File: src/rtl/cache_arbiter.sv
// Round-robin arbiter sharing one physical-memory port between the I-cache and
// D-cache. One line per transaction, with a one-cycle DONE gap so the served cache can drop its request.
module cache_arbiter #(
    parameter int LINE_W = 256,
    parameter int ADDR_W = 32
) (
    input  logic              clk,
    input  logic              rst,
    input  logic              icache_pmem_read,
    input  logic [ADDR_W-1:0] icache_pmem_address,
    output logic [LINE_W-1:0] icache_pmem_rdata,
    output logic              icache_pmem_resp,
    input  logic              dcache_pmem_read,
    input  logic              dcache_pmem_write,
    input  logic [ADDR_W-1:0] dcache_pmem_address,
    input  logic [LINE_W-1:0] dcache_pmem_wdata,
    output logic [LINE_W-1:0] dcache_pmem_rdata,
    output logic              dcache_pmem_resp,
    output logic              mem_read,
    output logic              mem_write,
    output logic [ADDR_W-1:0] mem_address,
    output logic [LINE_W-1:0] mem_wdata,
    input  logic [LINE_W-1:0] mem_rdata,
    input  logic              mem_resp,
    output logic              arb_busy
);

    typedef enum logic [1:0] {
        IDLE   = 2'd0,
        I_BUSY = 2'd1,
        D_BUSY = 2'd2,
        DONE   = 2'd3
    } state_e;

    state_e            state_q;
    logic              last_grant_q;    // 1'b0 = I-cache, 1'b1 = D-cache
    logic              mem_read_q;
    logic              mem_write_q;
    logic [ADDR_W-1:0] mem_address_q;
    logic [LINE_W-1:0] mem_wdata_q;

    logic d_req_s;
    logic grant_i_s;
    logic grant_d_s;

    // On a tie the I-cache wins only if the D-cache had the previous grant.
    assign d_req_s   = dcache_pmem_read | dcache_pmem_write;
    assign grant_i_s = icache_pmem_read & (~d_req_s | last_grant_q);
    assign grant_d_s = d_req_s & ~grant_i_s;

    // Arbitration FSM; the memory request registers change only on grant and on completion.
    always_ff @(posedge clk) begin
        if (rst) begin
            state_q       <= IDLE;
            last_grant_q  <= 1'b1;
            mem_read_q    <= 1'b0;
            mem_write_q   <= 1'b0;
            mem_address_q <= {ADDR_W{1'b0}};
            mem_wdata_q   <= {LINE_W{1'b0}};
        end else begin
            case (state_q)
                IDLE: begin
                    if (grant_i_s) begin
                        state_q       <= I_BUSY;
                        last_grant_q  <= 1'b0;
                        mem_read_q    <= 1'b1;
                        mem_write_q   <= 1'b0;
                        mem_address_q <= icache_pmem_address;
                    end else if (grant_d_s) begin
                        // A write-back beats a simultaneous fill from the same cache.
                        state_q       <= D_BUSY;
                        last_grant_q  <= 1'b1;
                        mem_read_q    <= ~dcache_pmem_write;
                        mem_write_q   <= dcache_pmem_write;
                        mem_address_q <= dcache_pmem_address;
                        if (dcache_pmem_write) begin
                            mem_wdata_q <= dcache_pmem_wdata;
                        end else begin
                            mem_wdata_q <= mem_wdata_q;
                        end
                    end else begin
                        state_q <= IDLE;
                    end
                end
                I_BUSY, D_BUSY: begin
                    if (mem_resp) begin
                        state_q     <= DONE;
                        mem_read_q  <= 1'b0;
                        mem_write_q <= 1'b0;
                    end else begin
                        state_q <= state_q;
                    end
                end
                DONE: begin
                    state_q <= IDLE;
                end
                default: begin
                    state_q     <= IDLE;
                    mem_read_q  <= 1'b0;
                    mem_write_q <= 1'b0;
                end
            endcase
        end
    end

    // Completion pulses are suppressed while reset abandons the in-flight transaction.
    assign icache_pmem_resp  = (state_q == I_BUSY) & mem_resp & ~rst;
    assign dcache_pmem_resp  = (state_q == D_BUSY) & mem_resp & ~rst;
    assign icache_pmem_rdata = mem_rdata;
    assign dcache_pmem_rdata = mem_rdata;

    assign mem_read    = mem_read_q;
    assign mem_write   = mem_write_q;
    assign mem_address = mem_address_q;
    assign mem_wdata   = mem_wdata_q;
    assign arb_busy    = (state_q != IDLE);

endmodule

File: config.mk
export PLATFORM = sky130hd
export DESIGN_NAME = cache_arbiter
export DESIGN_NICKNAME = d
export VERILOG_FILES = /design/src/rtl/cache_arbiter.sv
export SDC_FILE = /design/constraint.sdc
export NUM_CORES = 1
export LEC_CHECK = 0
export CORE_AREA = 2 2 541 543
export CTS_BUF_LIST = sky130_fd_sc_hd__clkbuf_8
export CTS_CLUSTER_SIZE = 30
export DETAILED_ROUTE_END_ITERATION = 12
export DIE_AREA = 0 0 543 545
export DONT_BUFFER_PORTS = 1
export PLACE_DENSITY = 0.3
export SLEW_MARGIN = 20
export SYNTH_ARGS = -nofsm -noshare
export SYNTH_HDL_FRONTEND = slang
export SYNTH_SLANG_ARGS = --single-unit
File: constraint.sdc
create_clock -name clk -period 1.7 [get_ports clk]
set_clock_uncertainty 0.05 [all_clocks]
set_input_delay 0.17 -clock clk [delete_from_list [all_inputs] [get_ports clk]]
set_output_delay 0.17 -clock clk [all_outputs]
set_load 0.03 [all_outputs]
==> flow_results.xml <==
<?xml version="1.0" encoding="UTF-8"?>
<metrics>
  <group name="run_status">
    <metric name="run_status" unit="">finished with violations</metric>
    <metric name="failed_checks" unit="">negative hold slack, negative setup slack</metric>
  </group>
  <group name="cells_and_area">
    <metric name="layout_common_cells" unit="">289 x sky130_fd_sc_hd__dlygate4sd3_1, 238 x sky130_fd_sc_hd__dfxtp_2, 208 x sky130_fd_sc_hd__o21ai_0</metric>
    <metric name="layout_commonest_cell" unit="">sky130_fd_sc_hd__dlygate4sd3_1</metric>
    <metric name="layout-area-overhead-vs-synth" unit="%">86.1</metric>
    <metric name="post_route_cells_drive_above_1_share" unit="">0.557</metric>
    <metric name="layoutNonFillerInstCount" unit="">5861</metric>
    <metric name="post_layout_nets" unit="">2494</metric>
    <metric name="fillerInstances" unit="">33500</metric>
  </group>
  <group name="worst_setup_path">
    <metric name="cp.required" unit="ps">2310</metric>
    <metric name="critical_path_fanouts_max" unit="">8</metric>
    <metric name="critical_path.slowest_cell" unit="">sky130_fd_sc_hd__dfxtp_2</metric>
    <metric name="startpoint_type" unit="">register</metric>
    <metric name="cpPeakStageDelay" unit="ps">330</metric>
    <metric name="crit_arrival" unit="ps">2620</metric>
    <metric name="worst_setup_path_end_kind" unit="">register</metric>
    <metric name="critical_path.top_delay_family" unit="">buffers and inverters</metric>
    <metric name="setup.worst_path.class" unit="">register to register</metric>
    <metric name="path_cells" unit="">inv_2, buf_4, ha_4, buf_6, buf_12, buf_12, buf_12, clkbuf_16, buf_6, buf_12, nand3_2, a21oi_1</metric>
    <metric name="crit_path_frequent_cell" unit="">sky130_fd_sc_hd__buf_12</metric>
    <metric name="cp_num_buf_inv" unit="">9</metric>
  </group>
  <group name="run">
    <metric name="maxCapViolations" unit="">0</metric>
  </group>
  <group name="global_route">
    <metric name="grt_max_degree" unit="">296</metric>
    <metric name="global_route.usage.total" unit="">0.0924</metric>
    <metric name="initial_antenna_violation_count" unit="">55</metric>
    <metric name="grt_pass1_wl" unit="µm">173000</metric>
    <metric name="grt_pass1_vias" unit="">14000</metric>
    <metric name="grt-ovfl-total" unit="">0</metric>
  </group>
  <group name="timing">
    <metric name="report.final.slew_viol_count" unit="">0</metric>
    <metric name="setup_viol_count_final" unit="">289</metric>
    <metric name="finalSetupTns" unit="ps">-46880</metric>
    <metric name="finalHoldViolCount" unit="">220</metric>
    <metric name="fmax" unit="GHz">0.497</metric>
    <metric name="setup_repair_after_global_routing_missed_its_margin" unit="">yes</metric>
    <metric name="max_slew.worst_pin.slew" unit="ps">1400</metric>
    <metric name="finalWorstPathRequiredPeriod" unit="ps">2010</metric>
    <metric name="period_share" unit="">1.18</metric>
    <metric name="slew_headroom" unit="">0.0687</metric>
    <metric name="post_layout_worst_setup_margin" unit="ps">-310</metric>
    <metric name="hold-worst-slack" unit="ps">-597</metric>
  </group>
  <group name="clocking">
    <metric name="worst_skew_pair_later_pin_latency" unit="ps">760</metric>
    <metric name="clock_tree.root_cell" unit="">sky130_fd_sc_hd__clkbuf_8</metric>
    <metric name="cts_inserted_buffers" unit="">71</metric>
    <metric name="ctsLongestPathBuffers" unit="">4</metric>
    <metric name="tritoncts_num_sinks" unit="">293</metric>
    <metric name="cts-htree-levels" unit="">3</metric>
    <metric name="clk_pin_slew_worst_paths" unit="ps">50</metric>
    <metric name="cts_tree" unit="">yes</metric>
  </group>
  <group name="logic_synthesis">
    <metric name="synth_area_per_cell" unit="µm²">8.00</metric>
    <metric name="synth_largest_type_area_fraction" unit="">0.385</metric>
    <metric name="register_area_share_after_synthesis" unit="">0.385</metric>
    <metric name="yosys_warnings" unit="">0</metric>
    <metric name="syn-num-nets" unit="">2493</metric>
    <metric name="synth_top_cells_by_area" unit="">sky130_fd_sc_hd__dfxtp_1 38%, sky130_fd_sc_hd__buf_4 25%, sky130_fd_sc_hd__nand3_1 9.5%</metric>
    <metric name="total_of_flip_flops_plus_latches_after_synthesis" unit="">293</metric>
    <metric name="netlist.top_cell.by_area" unit="">sky130_fd_sc_hd__dfxtp_1</metric>
    <metric name="synth_cells" unit="">1907</metric>
    <metric name="synthesis.area" unit="µm²">15300</metric>
    <metric name="yosys_cell_types" unit="">31</metric>
  </group>
  <group name="floorplan">
    <metric name="pin_count" unit="">1387</metric>
    <metric name="fp.dieArea" unit="µm²">296000</metric>
    <metric name="rows" unit="">198</metric>
    <metric name="die_h" unit="µm">545</metric>
    <metric name="dieWidth" unit="µm">543</metric>
    <metric name="start_util" unit="">0.0526</metric>
    <metric name="core_region_area" unit="µm²">290000</metric>
  </group>
  <group name="hold_path">
    <metric name="min-delay-path-class" unit="">input pin to register</metric>
  </group>
  <group name="pwr">
    <metric name="vdd.ir_drop.worst" unit="V">0.00100</metric>
    <metric name="cellPowerDensity" unit="nW/µm²">1640</metric>
    <metric name="power_leakage" unit="nW">8.44</metric>
  </group>
  <group name="route">
    <metric name="drt_drc_violations_left" unit="">0</metric>
    <metric name="drt.antenna.violating_nets" unit="">0</metric>
    <metric name="drt_wl_total" unit="µm">159000</metric>
    <metric name="detail_route.vias_per_cell" unit="">2.55</metric>
    <metric name="detail_route.iter0.violations" unit="">1038</metric>
    <metric name="firstDrtPassIters" unit="">5</metric>
    <metric name="routedWlPerCell" unit="µm">27.2</metric>
    <metric name="via_total_after_detailed_routing" unit="">15000</metric>
  </group>
  <group name="placement">
    <metric name="gp_congestion" unit="">0.822</metric>
    <metric name="dp_worst_setup_slack" unit="ps">-214</metric>
    <metric name="dp_hpwl" unit="µm">117000</metric>
    <metric name="io_buffers" unit="">0</metric>
    <metric name="dp_cells" unit="">5327</metric>
  </group>
</metrics>
## where the power goes
group | total, W | switching, W | internal [W]
clock | 0.00901 | 0.00406 | 0.00495
sequential | 0.0103 | 0.00201 | 0.00826
combinational | 0.0271 | 0.0151 | 0.0120
total | 0.0464 | 0.0211 | 0.0253
## Yosys cell counts
cell type                   count
sky130_fd_sc_hd__a2111oi_0      1
sky130_fd_sc_hd__a21bo_2        1
sky130_fd_sc_hd__a21boi_2       1
sky130_fd_sc_hd__a21o_1         1
sky130_fd_sc_hd__a21oi_1      259
sky130_fd_sc_hd__a22oi_1        1
sky130_fd_sc_hd__a2bb2oi_1      1
sky130_fd_sc_hd__a311oi_1      31
sky130_fd_sc_hd__a31oi_1        1
sky130_fd_sc_hd__and3b_1        2
sky130_fd_sc_hd__buf_2         42
sky130_fd_sc_hd__buf_4        518
sky130_fd_sc_hd__clkbuf_1     119
sky130_fd_sc_hd__dfxtp_1      293
sky130_fd_sc_hd__ha_1           4
sky130_fd_sc_hd__inv_1          3
sky130_fd_sc_hd__inv_2          1
sky130_fd_sc_hd__mux2i_1        1
sky130_fd_sc_hd__nand2_1        2
sky130_fd_sc_hd__nand2b_1       2
sky130_fd_sc_hd__nand3_1      288
sky130_fd_sc_hd__nor2_1        36
sky130_fd_sc_hd__nor3_1         1
sky130_fd_sc_hd__nor4_1         2
sky130_fd_sc_hd__nor4b_1        1
sky130_fd_sc_hd__o21ai_0      284
sky130_fd_sc_hd__o21ai_1        6
sky130_fd_sc_hd__o21ba_2        1
sky130_fd_sc_hd__o21bai_2       1
sky130_fd_sc_hd__o31a_1         1
sky130_fd_sc_hd__or4_1          2
## worst reg2reg max path, stage by stage, from the launching register on
cell and delay (ps):
sky130_fd_sc_hd__dfxtp_2 330, sky130_fd_sc_hd__inv_2 40, sky130_fd_sc_hd__buf_4 130, sky130_fd_sc_hd__ha_4 190
sky130_fd_sc_hd__buf_6 130, sky130_fd_sc_hd__buf_12 140, sky130_fd_sc_hd__buf_12 140, sky130_fd_sc_hd__buf_12 130
sky130_fd_sc_hd__clkbuf_16 200, sky130_fd_sc_hd__buf_6 140, sky130_fd_sc_hd__buf_12 140, sky130_fd_sc_hd__nand3_2 70
sky130_fd_sc_hd__a21oi_1 80
## per-layer routing
layer  global-route usage  routed length [µm]  share of wire  up-vias
met4               0.0632               11100          0.070       22
li1                     -                   -              -     6158
met1               0.0706               44700           0.28     7086
met5              0.00519                 378         0.0024        -
met2                0.140               69700           0.44     1189
met3               0.0954               33200           0.21      502
## layout make-up
class / count / area [µm²] / share of cell area
Timing Repair inverter: 3 / 36.3 / 0.00128
Antenna cell: 12 / 30.0 / 0.00106
Clock buffer: 86 / 1180 / 0.0417
Multi-Input combinational cell: 932 / 7670 / 0.270
Tap cell: 3900 / 4880 / 0.172
Sequential cell: 293 / 6180 / 0.218
Clock inverter: 28 / 190 / 0.00670
Inverter: 4 / 31.3 / 0.00110
Timing Repair Buffer: 603 / 8180 / 0.288
## what timing repair did
item,CTS,global route
hold endpoints to repair,293,293
pin swaps,6,198
cloned,10,59
setup buffers,15,45
hold buffers,258,32
resized for setup,526,715
endpoints found under the setup margin,282,323
## worst paths after layout
path / startpoint / end / slack [ps] / cells after the start
worst max register to register: state_q[1] / mem_wdata[77] / -310 / 12
worst min register to register: mem_wdata[196] / mem_wdata[196] / 420 / 2
worst min-delay path: dcache_pmem_wdata[166] / mem_wdata[166] / -600 / 2
worst max-delay path: state_q[1] / mem_wdata[77] / -310 / 12
## registers in the layout (all words and copies together), names as in the netlist
register and count:
mem_address 32, mem_wdata 256, last_grant_q 1, mem_read 1, mem_write 1, state_q 2
## per-stage QoR
step / instance area [µm²] / utilization / power [W]
floorplan: 15300 / - / 0.0177
global placement: 17500 / 0.0603 / 0.0221
detailed placement: 17500 / 0.0603 / 0.0221
CTS: 23300 / 0.0803 / 0.0359
global route: 28400 / 0.0978 / 0.0487
finish: 28400 / 0.0978 / 0.0464
## kinds of logic (layout without fill, tap and decap cells)
kind of cell | count (synthesis) | in the layout | share of synthesized area
fa+ha+maj | 4 | 4 | 0.00328
simple gates | 336 | 336 | 0.109
buf+inv | 683 | 724 | 0.299
other cells | 0 | 12 | 0
compound gates | 590 | 591 | 0.204
mux | 1 | 1 | 0.000656
flops | 293 | 293 | 0.385
Power figures use the tool's default switching activity.
